### src/rtl/sub_pkg.sv
// Shared types and helpers for the round-robin bit-serial subtract scheduler.
package sub_pkg;

  typedef enum logic [1:0] {
    IDLE  = 2'd0,
    SHIFT = 2'd1,
    DONE  = 2'd2
  } state_e;

  localparam int WIDTH_DEF = 10;
  localparam int CNT_W     = $clog2(WIDTH_DEF);

  // Two-way round-robin pick: on a tie the requester that did not win last time goes.
  function automatic logic [1:0] rr_pick(input logic r0, input logic r1, input logic last);
    logic [1:0] g;
    g = 2'b00;
    if (r0 && r1) g = last ? 2'b01 : 2'b10;
    else          g = {r1, r0};
    return g;
  endfunction

endpackage

### src/rtl/full_sub.sv
// Single-bit full subtractor: a - b - bin -> d with borrow-out.
module full_sub (
  input  logic a_i,
  input  logic b_i,
  input  logic bin_i,
  output logic d_o,
  output logic bout_o
);

  assign d_o    = a_i ^ b_i ^ bin_i;
  assign bout_o = (~a_i & b_i) | (~(a_i ^ b_i) & bin_i);

endmodule

### src/rtl/sub_rr_sched.sv
// Round-robin scheduler sharing one bit-serial subtractor between two requesters.
//
//   state | meaning
//   IDLE  | arbitrate; grant latches operands of the winner
//   SHIFT | WIDTH cycles of LSB-first subtraction through the shared cell
//   DONE  | one-cycle result strobe; result registers hold afterwards
module sub_rr_sched
  import sub_pkg::*;
#(
  parameter int WIDTH = WIDTH_DEF
) (
  input  logic             clk,
  input  logic             rst_n,
  input  logic             req0,
  input  logic [WIDTH-1:0] a0,
  input  logic [WIDTH-1:0] b0,
  input  logic             req1,
  input  logic [WIDTH-1:0] a1,
  input  logic [WIDTH-1:0] b1,
  output logic [1:0]       gnt,
  output logic             busy,
  output logic             done,
  output logic             done_id,
  output logic [WIDTH-1:0] diff,
  output logic             borrow
);

  localparam int CntW = $clog2(WIDTH);

  state_e           state_q, state_d;
  logic             last_q, last_d;
  logic             id_q, id_d;
  logic [CntW-1:0]  cnt_q, cnt_d;
  logic             bflop_q, bflop_d;
  logic [WIDTH-1:0] a_sh_q, a_sh_d;
  logic [WIDTH-1:0] b_sh_q, b_sh_d;
  // Holds the WIDTH-1 result bits already produced; the final bit joins them on the last shift.
  logic [WIDTH-2:0] diff_sh_q, diff_sh_d;
  logic [WIDTH-1:0] diff_q, diff_d;
  logic             borrow_q, borrow_d;
  logic             done_id_q, done_id_d;

  logic             y_bit;
  logic             bout;
  logic [WIDTH-1:0] diff_full;

  full_sub u_full_sub (
    .a_i    (a_sh_q[0]),
    .b_i    (b_sh_q[0]),
    .bin_i  (bflop_q),
    .d_o    (y_bit),
    .bout_o (bout)
  );

  assign diff_full = {y_bit, diff_sh_q};

  // Next-state, arbitration and serial datapath sequencing.
  always_comb begin
    state_d   = state_q;
    last_d    = last_q;
    id_d      = id_q;
    cnt_d     = cnt_q;
    bflop_d   = bflop_q;
    a_sh_d    = a_sh_q;
    b_sh_d    = b_sh_q;
    diff_sh_d = diff_sh_q;
    diff_d    = diff_q;
    borrow_d  = borrow_q;
    done_id_d = done_id_q;
    gnt       = 2'b00;

    case (state_q)
      IDLE: begin
        gnt = rr_pick(req0, req1, last_q);
        if (gnt != 2'b00) begin
          id_d    = gnt[1];
          last_d  = gnt[1];
          a_sh_d  = gnt[1] ? a1 : a0;
          b_sh_d  = gnt[1] ? b1 : b0;
          bflop_d = 1'b0;
          cnt_d   = '0;
          state_d = SHIFT;
        end
      end
      SHIFT: begin
        a_sh_d    = a_sh_q >> 1;
        b_sh_d    = b_sh_q >> 1;
        diff_sh_d = (WIDTH-1)'(diff_full >> 1);
        bflop_d   = bout;
        cnt_d     = cnt_q + CntW'(1);
        if (cnt_q == CntW'(WIDTH - 1)) begin
          diff_d    = diff_full;
          borrow_d  = bout;
          done_id_d = id_q;
          state_d   = DONE;
        end
      end
      DONE: begin
        state_d = IDLE;
      end
      default: begin
        state_d = IDLE;
      end
    endcase
  end

  // State and datapath registers; reset abandons any operation in flight.
  always_ff @(posedge clk or negedge rst_n) begin
    if (!rst_n) begin
      state_q   <= IDLE;
      last_q    <= 1'b1;
      id_q      <= 1'b0;
      cnt_q     <= '0;
      bflop_q   <= 1'b0;
      a_sh_q    <= '0;
      b_sh_q    <= '0;
      diff_sh_q <= '0;
      diff_q    <= '0;
      borrow_q  <= 1'b0;
      done_id_q <= 1'b0;
    end else begin
      state_q   <= state_d;
      last_q    <= last_d;
      id_q      <= id_d;
      cnt_q     <= cnt_d;
      bflop_q   <= bflop_d;
      a_sh_q    <= a_sh_d;
      b_sh_q    <= b_sh_d;
      diff_sh_q <= diff_sh_d;
      diff_q    <= diff_d;
      borrow_q  <= borrow_d;
      done_id_q <= done_id_d;
    end
  end

  assign busy    = (state_q != IDLE);
  assign done    = (state_q == DONE);
  assign done_id = done_id_q;
  assign diff    = diff_q;
  assign borrow  = borrow_q;

endmodule
### config.mk
export PLATFORM = sky130hd
export DESIGN_NAME = sub_rr_sched
export DESIGN_NICKNAME = d
export VERILOG_FILES = /design/src/rtl/sub_pkg.sv /design/src/rtl/full_sub.sv /design/src/rtl/sub_rr_sched.sv
export SDC_FILE = /design/constraint.sdc
export NUM_CORES = 1
export LEC_CHECK = 0
export CAP_MARGIN = 10
export CORE_ASPECT_RATIO = 1.4
export CORE_MARGIN = 2
export CORE_UTILIZATION = 40
export CTS_CLUSTER_SIZE = 12
export DETAILED_ROUTE_END_ITERATION = 8
export PLACE_DENSITY = 0.66
export SYNTH_ARGS = -nofsm -noshare
export SYNTH_HDL_FRONTEND = slang
export SYNTH_SLANG_ARGS = --single-unit
### constraint.sdc
create_clock -name clk -period 4.59 [get_ports clk]
set_input_delay 0.918 -clock clk [delete_from_list [all_inputs] [get_ports clk]]
set_output_delay 0.918 -clock clk [all_outputs]
set_load 0.02 [all_outputs]
# Word level (Yosys, flattened, before mapping)

Cells that the tools add are included.

Memories kept: 0
Bits of input ports: 44
Memory bits (writable): 0
Latch bits: 0
Register bits: 50
Memory bits (read-only): 0

Magnitude comparators: 0
Reductions and logical operators: 9
Shifts and indexed selects: 0
Equal/unequal tests: 5
Bitwise logic cells: 7
Divide/modulo/power cells: 0
Mux-type cells: 17
$add $sub $neg: 1
$mul: 0

Operators by type and width:

| cell                  | number |
|---|---|
| $mux W10              | 4 |
| $pmux W10 S2          | 2 |
| $mux W2               | 6 |
| $pmux W4 S2           | 1 |
| $reduce_and A2 Y1     | 4 |
| $reduce_bool A2 Y1    | 3 |
| $add A4 B1 Y4 const B | 1 |
| $eq A4 B4 Y1 const B  | 1 |
| $mux W4               | 1 |
| $ne A2 B2 Y1 const B  | 2 |
| $pmux W2 S2           | 1 |
| $and A1 B1 Y1         | 2 |
| $eq A2 B1 Y1 const B  | 1 |
| $eq A2 B2 Y1 const B  | 1 |
| $logic_not A2 Y1      | 1 |
| $not A1 Y1            | 2 |
| $pmux W1 S2           | 1 |
| $xor A1 B1 Y1         | 2 |
| $logic_and A1 B1 Y1   | 1 |
| $mux W1               | 1 |
| $or A1 B1 Y1          | 1 |

# Logic depth before layout (Yosys ltp)

Gate-level depths: netlist of the first run.

Depth after elaboration: 6
Gate-level depth with buffers: 6

# By module

A second synthesis of the first run with hierarchy kept.

Cell total of the unflattened synthesis: 244
Area total of the unflattened synthesis: 2506.2 µm²

Modules (own cells, without submodules):

| module       | area an instance (µm²) | cells an instance | instances |
|---|---|---|---|
| sub_rr_sched | 2474.9                 | 240               | 1 |
| full_sub     | 31.3                   | 4                 | 1 |

# Worst setup path before layout of the first run

OpenSTA, ideal clock, no wires.

Path type: input port to output port
Start point: input port req1
End point: output port gnt[1]
Slack: 2.089 ns
Arrival: 1.583 ns
Data required time: 3.672 ns
Stages: 3
Path through: a21bo_2 > buf_6 > nor2_1

Longest elaborated chain between the ends: 4

RTL lines:

| what                     | line               | source |
|---|---|---|
| from (decl)              | sub_rr_sched.sv:17 | `input logic req1,` |
| $logic_and A1 B1 Y1      | sub_pkg.sv:17      | `if (r0 && r1) g = last ? 2'b01 : 2'b10;` |
| $mux W2 (*)              | sub_pkg.sv:17      |  |
| $mux W2 (*) (2 in a row) | sub_rr_sched.sv:72 | `case (state_q)` |
| to (decl)                | sub_rr_sched.sv:20 | `output logic [1:0] gnt,` |

Mark *: on every way between the ends. The rest lies on a longest branch, timed or not. The select of a mux whose other input is x is not followed.

# Worst setup path after layout of the first run

Ends and elaborated chain as after synthesis.

==> results of run 1 <==
## metal layers
metal | vias to the layer above | global-route usage, %
li1 | 979 | -
met1 | 957 | 21.8
met2 | 55 | 25.5
met3 | 8 | 3.00
met4 | 0 | 4.48
met5 | - | 0
## worst paths after layout
kind / to / slack [ps] / start / cells past startpoint
worst max-delay path: gnt[1] / 1090 / req1 / 4
max in group asynchronous: a_sh_q[2]$_DFFE_PN0P_ / 3450 / rst_n / 2
worst min register to register: diff_sh_q[0]$_DFFE_PN0P_ / 490 / diff_sh_q[0]$_DFFE_PN0P_ / 2
worst max register to register: diff[1]$_DFFE_PN0P_ / 2270 / state_q[0]$_DFFE_PN0P_ / 3
worst min-delay path: diff_sh_q[0]$_DFFE_PN0P_ / 490 / diff_sh_q[0]$_DFFE_PN0P_ / 2
min in group asynchronous: diff[2]$_DFFE_PN0P_ / 710 / rst_n / 2
## stage by stage
step	hold slack (ps)	util, %
global route	503	51.2
floorplan	446	-
finish	487	51.2
global placement	468	49.9
detailed placement	467	49.9
CTS	490	51.2
## power groups by stage
stage                     logic (mW)  registers [mW]  clock network [mW]
after floorplan                0.565           0.817                   0
after global placement         0.811           0.799                   0
after detailed placement       0.828           0.803                   0
after CTS                      0.829           0.795               0.258
after global routing           0.909           0.824               0.274
final                          0.816           0.793               0.252
## layout make-up
cell class | instances | area [um^2]
clock buffers | 5 | 68.8
well taps | 74 | 92.6
clock inverters | 2 | 15.0
fillers | 605 | 3210
inverters | 5 | 18.8
multi-input cells | 170 | 1280
repair buffers | 65 | 631
flip-flops and latches | 50 | 1250
## synth_stat cells, types with 2 or more instances
master / count / area, um^2
a21oi_1: 2 / 10.0
a221oi_1: 9 / 78.8
a221oi_2: 9 / 135
and2_1: 19 / 119
buf_6: 5 / 56.3
clkbuf_1: 9 / 33.8
dfrtp_1: 49 / 1230
ha_1: 2 / 25.0
inv_1: 5 / 18.8
mux2_2: 3 / 33.8
mux2_4: 8 / 120
mux2i_1: 3 / 30.0
nand2_1: 29 / 109
nor2_1: 4 / 15.0
nor2b_1: 20 / 125
o211ai_1: 2 / 15.0
o21ai_0: 22 / 110
o21ai_1: 2 / 10.0
o2bb2ai_1: 2 / 17.5
o31ai_1: 10 / 75.1
o31ai_2: 9 / 113
## flip-flops by register name (all words and copies together), names as in the netlist
signal / cells
cnt_q: 4
b_sh_q: 10
last_q: 1
a_sh_q: 10
diff: 10
borrow: 1
bflop_q: 1
done_id: 1
id_q: 1
state_q: 2
diff_sh_q: 9
## kinds of logic (layout without fill, tap and decap cells)
group,Yosys count,in the layout
muxes,14,14
adders and majority gates,3,3
buffers and inverters,23,77
and+or+nand+nor,82,82
DFF,50,50
AOI/OAI and AO/OA,70,70
xor gates and xnor gates,1,1
## critical path, delay by kind of cell
kind	cells	cell delay [ps]
buf+inv	2	1260
simple gates	1	120
compound gates	1	270
==> impl_metrics.py, run 1 <==
metrics = {
    "timing": {
        "report.final.slew_viol_count": 0,
        "timing.final.ws_setup_ps": 1090,
        "fmax_mhz": 286,
        "fin_crit_sh_pct": 76.3,
        "hold_violations": 0,
        "max_slew_margin_pct": 46.8,
        "min_period_ps": 3500,
        "setup-tns-final_ps": 0,
        "tightest_slew_ps": 796,
        "final-setup-viol-count": 0,
        "finClkSkew_ps": 6.91,
        "rsz0062_at_grt": "no",
    },
    "critical_path": {
        "crit_path_end_kind": "primary output",
        "crit_fanout": 8,
        "crit_top_cell": "clkdlybuf4s50_1",
        "cp_cell_sequence": "clkdlybuf4s50_1 > a21bo_2 > nor2_1 > clkdlybuf4s50_1",
        "cp_slowest_cell": "clkdlybuf4s50_1",
        "critPathLaunchType": "primary input",
        "cp.arrival_ps": 2580,
        "crit_required_ps": 3670,
        "max_stage_delay_ps": 640,
        "path_class": "primary input to primary output",
    },
    "cts": {
        "htree_num_levels": 2,
        "postCtsResizedCells": 0,
        "cts_buffer_depth": 2,
        "clk_latency_ps": 300,
        "cts.clk_slew.worst_paths_ps": 90,
        "hold_buffers": 0,
        "cts_tree": "built",
        "clock_sinks": 50,
        "cts_buffers": 5,
        "clockRootBuffer": "clkbuf_8",
        "post_cts_buffers": 0,
    },
    "power_and_ir_drop": {
        "total_power_mw": 1.86,
        "leakagePower_nw": 1.39,
        "p_per_area_nw_per_um2": 554,
        "vdd_drop_max_uv": 173,
        "power_frac_clock_pct": 13.5,
        "p_int_mw": 1.16,
        "pwr-share-comb_pct": 43.9,
        "swShare_pct": 37.5,
        "p_seq_share_pct": 42.6,
        "power.switching_mw": 0.698,
    },
    "drt": {
        "dr.max_layer_used": "met4",
        "routed_wire_length_per_instance_um": 14.8,
        "met2_length_mm": 2.68,
        "first_pass_iters": 4,
        "dr_wl_met3_um": 264,
        "routed_wl_mm": 5.49,
        "drt-met1-wl_mm": 2.48,
        "drtIter0Drc": 126,
        "vias_per_cell": 5.39,
        "ant_nets": 0,
        "drc_errors": 0,
        "vias": 1999,
    },
    "finish": {
        "diodes": 0,
        "final_cell_mix": "58 x clkdlybuf4s50_1, 49 x dfrtp_1, 29 x nand2_1",
        "stdcell_count": 371,
        "drive_above_1_share_pct": 17.2,
        "syn_to_final_growth_pct": 25.0,
        "final_common_cell": "clkdlybuf4s50_1",
        "stdcell_area_um2": 3360,
        "layout.nets": 344,
    },
    "synthesis": {
        "synthFlopType": "dfrtp_1",
        "synth_top_family_by_area": "compound AO/OA/AOI/OAI gates",
        "synthMuxAreaShare_pct": 6.84,
        "synth_compound_gate_area_share_pct": 21.9,
        "synth-adder-area-share_pct": 1.67,
        "synth.avg_cell_area_um2": 11.1,
        "netlist_area_um2": 2690,
        "yosys_warnings": 0,
        "syn-num-nets": 290,
        "synth_cell_types": 41,
        "ys_seq_area_share_pct": 46.6,
        "synth-edff-count": 0,
        "synthSimpleGateAreaFrac_pct": 16.9,
        "synth_xor_area_share_pct": 0.326,
        "async_reset_ff_share_pct": 100,
        "ys_ff_latch": 50,
        "postSynthCellCount": 243,
    },
    "worst_hold_path": {
        "min_path_type": "flip-flop to flip-flop",
    },
    "floorplanning": {
        "core-area_um2": 6570,
        "dieArea_um2": 7410,
        "io_pins": 60,
        "rows": 35,
        "die_height_um": 101,
        "die_w_um": 73.3,
        "initial_utilization_pct": 41.0,
    },
    "place": {
        "hpwl_mm": 3.77,
        "dpl.cell_count": 364,
        "dpl-instance-area_um2": 3280,
        "gp_congestion": 0.772,
        "port_buffers": 59,
        "place_ws_ps": 1130,
    },
    "grt": {
        "grt_usage_pct": 15.9,
        "grt-ovfl-total": 0,
        "antenna_found_initial": 0,
        "grt_pass1_wl_mm": 9.37,
        "grt_pass1_vias": 1949,
        "grt_max_degree": 51,
    },
    "run_status": {
        "run_status": "finished clean",
    },
    "run": {
        "cap_violations": 0,
    },
}
Power figures use the tool's default switching activity.
==> inputs of run 2 (changes only) <==
==> constraint.sdc (replaced) <==
create_clock -name clk -period 3.6 [get_ports clk]
set_input_delay 0.72 -clock clk [delete_from_list [all_inputs] [get_ports clk]]
set_output_delay 0.72 -clock clk [all_outputs]
set_load 0.02 [all_outputs]
==> impl_metrics.py, run 2 (same netlist as run 1, synthesis figures left out) <==
metrics = {
    "floorplanning": {
        "initial_utilization_pct": 41.0,
        "io_pins": 60,
        "die_height_um": 101,
        "core-area_um2": 6570,
        "die_w_um": 73.3,
        "rows": 35,
        "dieArea_um2": 7410,
    },
    "timing": {
        "report.final.slew_viol_count": 0,
        "hold_violations": 0,
        "min_period_ps": 3020,
        "setup-tns-final_ps": 0,
        "timing.final.ws_setup_ps": 576,
        "hold-worst-slack_ps": 489,
        "fmax_mhz": 331,
        "max_slew_margin_pct": 42.7,
        "finClkSkew_ps": 9.87,
        "rsz0062_at_grt": "no",
        "tightest_slew_ps": 859,
        "fin_crit_sh_pct": 84.0,
        "final-setup-viol-count": 0,
    },
    "place": {
        "place_ws_ps": 581,
        "gp_congestion": 0.809,
        "port_buffers": 59,
        "hpwl_mm": 3.83,
    },
    "cts": {
        "post_cts_buffers": 0,
        "htree_num_levels": 2,
        "clk_latency_ps": 310,
        "cts_tree": "built",
        "cts_buffers": 5,
        "cts_buffer_depth": 2,
        "postCtsResizedCells": 0,
        "clock_sinks": 50,
        "clockRootBuffer": "clkbuf_8",
        "hold_buffers": 0,
        "cts.clk_slew.worst_paths_ps": 90,
    },
    "drt": {
        "vias": 1978,
        "drc_errors": 0,
        "drtIter0Drc": 75,
        "routed_wl_mm": 5.56,
        "vias_per_cell": 5.30,
        "first_pass_iters": 5,
        "routed_wire_length_per_instance_um": 14.9,
        "ant_nets": 0,
    },
    "grt": {
        "grt-ovfl-total": 0,
        "grt_pass1_vias": 1962,
        "grtUsageMet3_pct": 2.90,
        "grt_usage_pct": 16.2,
        "grt_max_degree": 39,
        "grt_pass1_wl_mm": 9.45,
        "antenna_found_initial": 0,
        "met1_usage_pct": 21.5,
        "grt_busiest_layer": "met2",
        "grt.met2_usage_pct": 26.2,
    },
    "critical_path": {
        "r2r_start": "state_q[1]$_DFFE_PN0P_",
        "critPathLaunchType": "primary input",
        "crit_start": "req1",
        "crit_path_end_kind": "primary output",
        "path_class": "primary input to primary output",
        "cp.arrival_ps": 2300,
        "crit_fanout": 8,
        "crit_required_ps": 2880,
    },
    "finish": {
        "layout.nets": 345,
        "final_cell_mix": "58 x clkdlybuf4s50_1, 49 x dfrtp_1, 29 x nand2_1",
        "diodes": 0,
        "nFillCells": 623,
        "drive_above_1_share_pct": 17.7,
        "syn_to_final_growth_pct": 26.0,
        "final_common_cell": "clkdlybuf4s50_1",
        "fin_util_pct": 51.6,
    },
    "run": {
        "cap_violations": 0,
    },
    "worst_hold_path": {
        "min_from": "diff_sh_q[0]$_DFFE_PN0P_",
        "min_path_type": "flip-flop to flip-flop",
    },
    "run_status": {
        "run_status": "finished clean",
    },
    "power_and_ir_drop": {
        "p_per_area_nw_per_um2": 712,
        "vdd_drop_max_uv": 254,
        "leakagePower_nw": 1.41,
    },
}
## run 2: changes by cell type in the layout (fill, tap and decap cells not counted)
cell and delta:
clkinvlp_4 -2, buf_4 +1, clkbuf_8 +2, clkinv_4 +1
## run 2: worst paths after layout
| path | end | slack, ps | cells after the start |
|---|---|---|---|
| setup reg to reg | diff[1]$_DFFE_PN0P_ | 1530 | 4 |
| max in group asynchronous | a_sh_q[2]$_DFFE_PN0P_ | 2380 | 2 |
| setup / recovery | gnt[1] | 580 | 4 |
| hold reg to reg | diff_sh_q[0]$_DFFE_PN0P_ | 490 | 2 |
| min in group asynchronous | diff_sh_q[3]$_DFFE_PN0P_ | 520 | 1 |
| hold / removal | diff_sh_q[0]$_DFFE_PN0P_ | 490 | 2 |
## run 2: final cells by class
| type | instances | area, um^2 | share of cell area (%) |
|---|---|---|---|
| multi-input cells | 170 | 1280 | 37.9 |
| clock buffers | 7 | 96.3 | 2.84 |
| clock inverters | 1 | 8.76 | 0.258 |
| inverters | 5 | 18.8 | 0.554 |
| repair buffers | 66 | 638 | 18.8 |
| flip-flops and latches | 50 | 1250 | 36.9 |
| well taps | 74 | 92.6 | 2.73 |
## run 2: per-layer routing
| layer | up-vias | wire length (um) |
|---|---|---|
| met5 | - | 0 |
| met4 | 0 | 68 |
| met3 | 5 | 239 |
| met2 | 44 | 2660 |
| met1 | 953 | 2590 |
| li1 | 976 | - |
## run 2: critical path, stage by stage
cell             delay (ps)
clkdlybuf4s50_1         620
a21bo_2                 280
nor2_1                   80
clkdlybuf4s50_1         600
## run 2: metrics by stage
| step | cells | instance area (um^2) | power (mW) |
|---|---|---|---|
| finish | 373 | 3390 | 2.42 |
| floorplan | 243 | 2690 | 1.76 |
| detailed placement | 365 | 3290 | 2.09 |
| global placement | 365 | 3290 | 2.06 |
| global route | 373 | 3390 | 2.61 |
| CTS | 373 | 3390 | 2.46 |
## run 2: report_power, final
| part | internal [mW] | switching [mW] |
|---|---|---|
| combinational | 0.526 | 0.539 |
| clock | 0.176 | 0.187 |
| sequential | 0.828 | 0.159 |
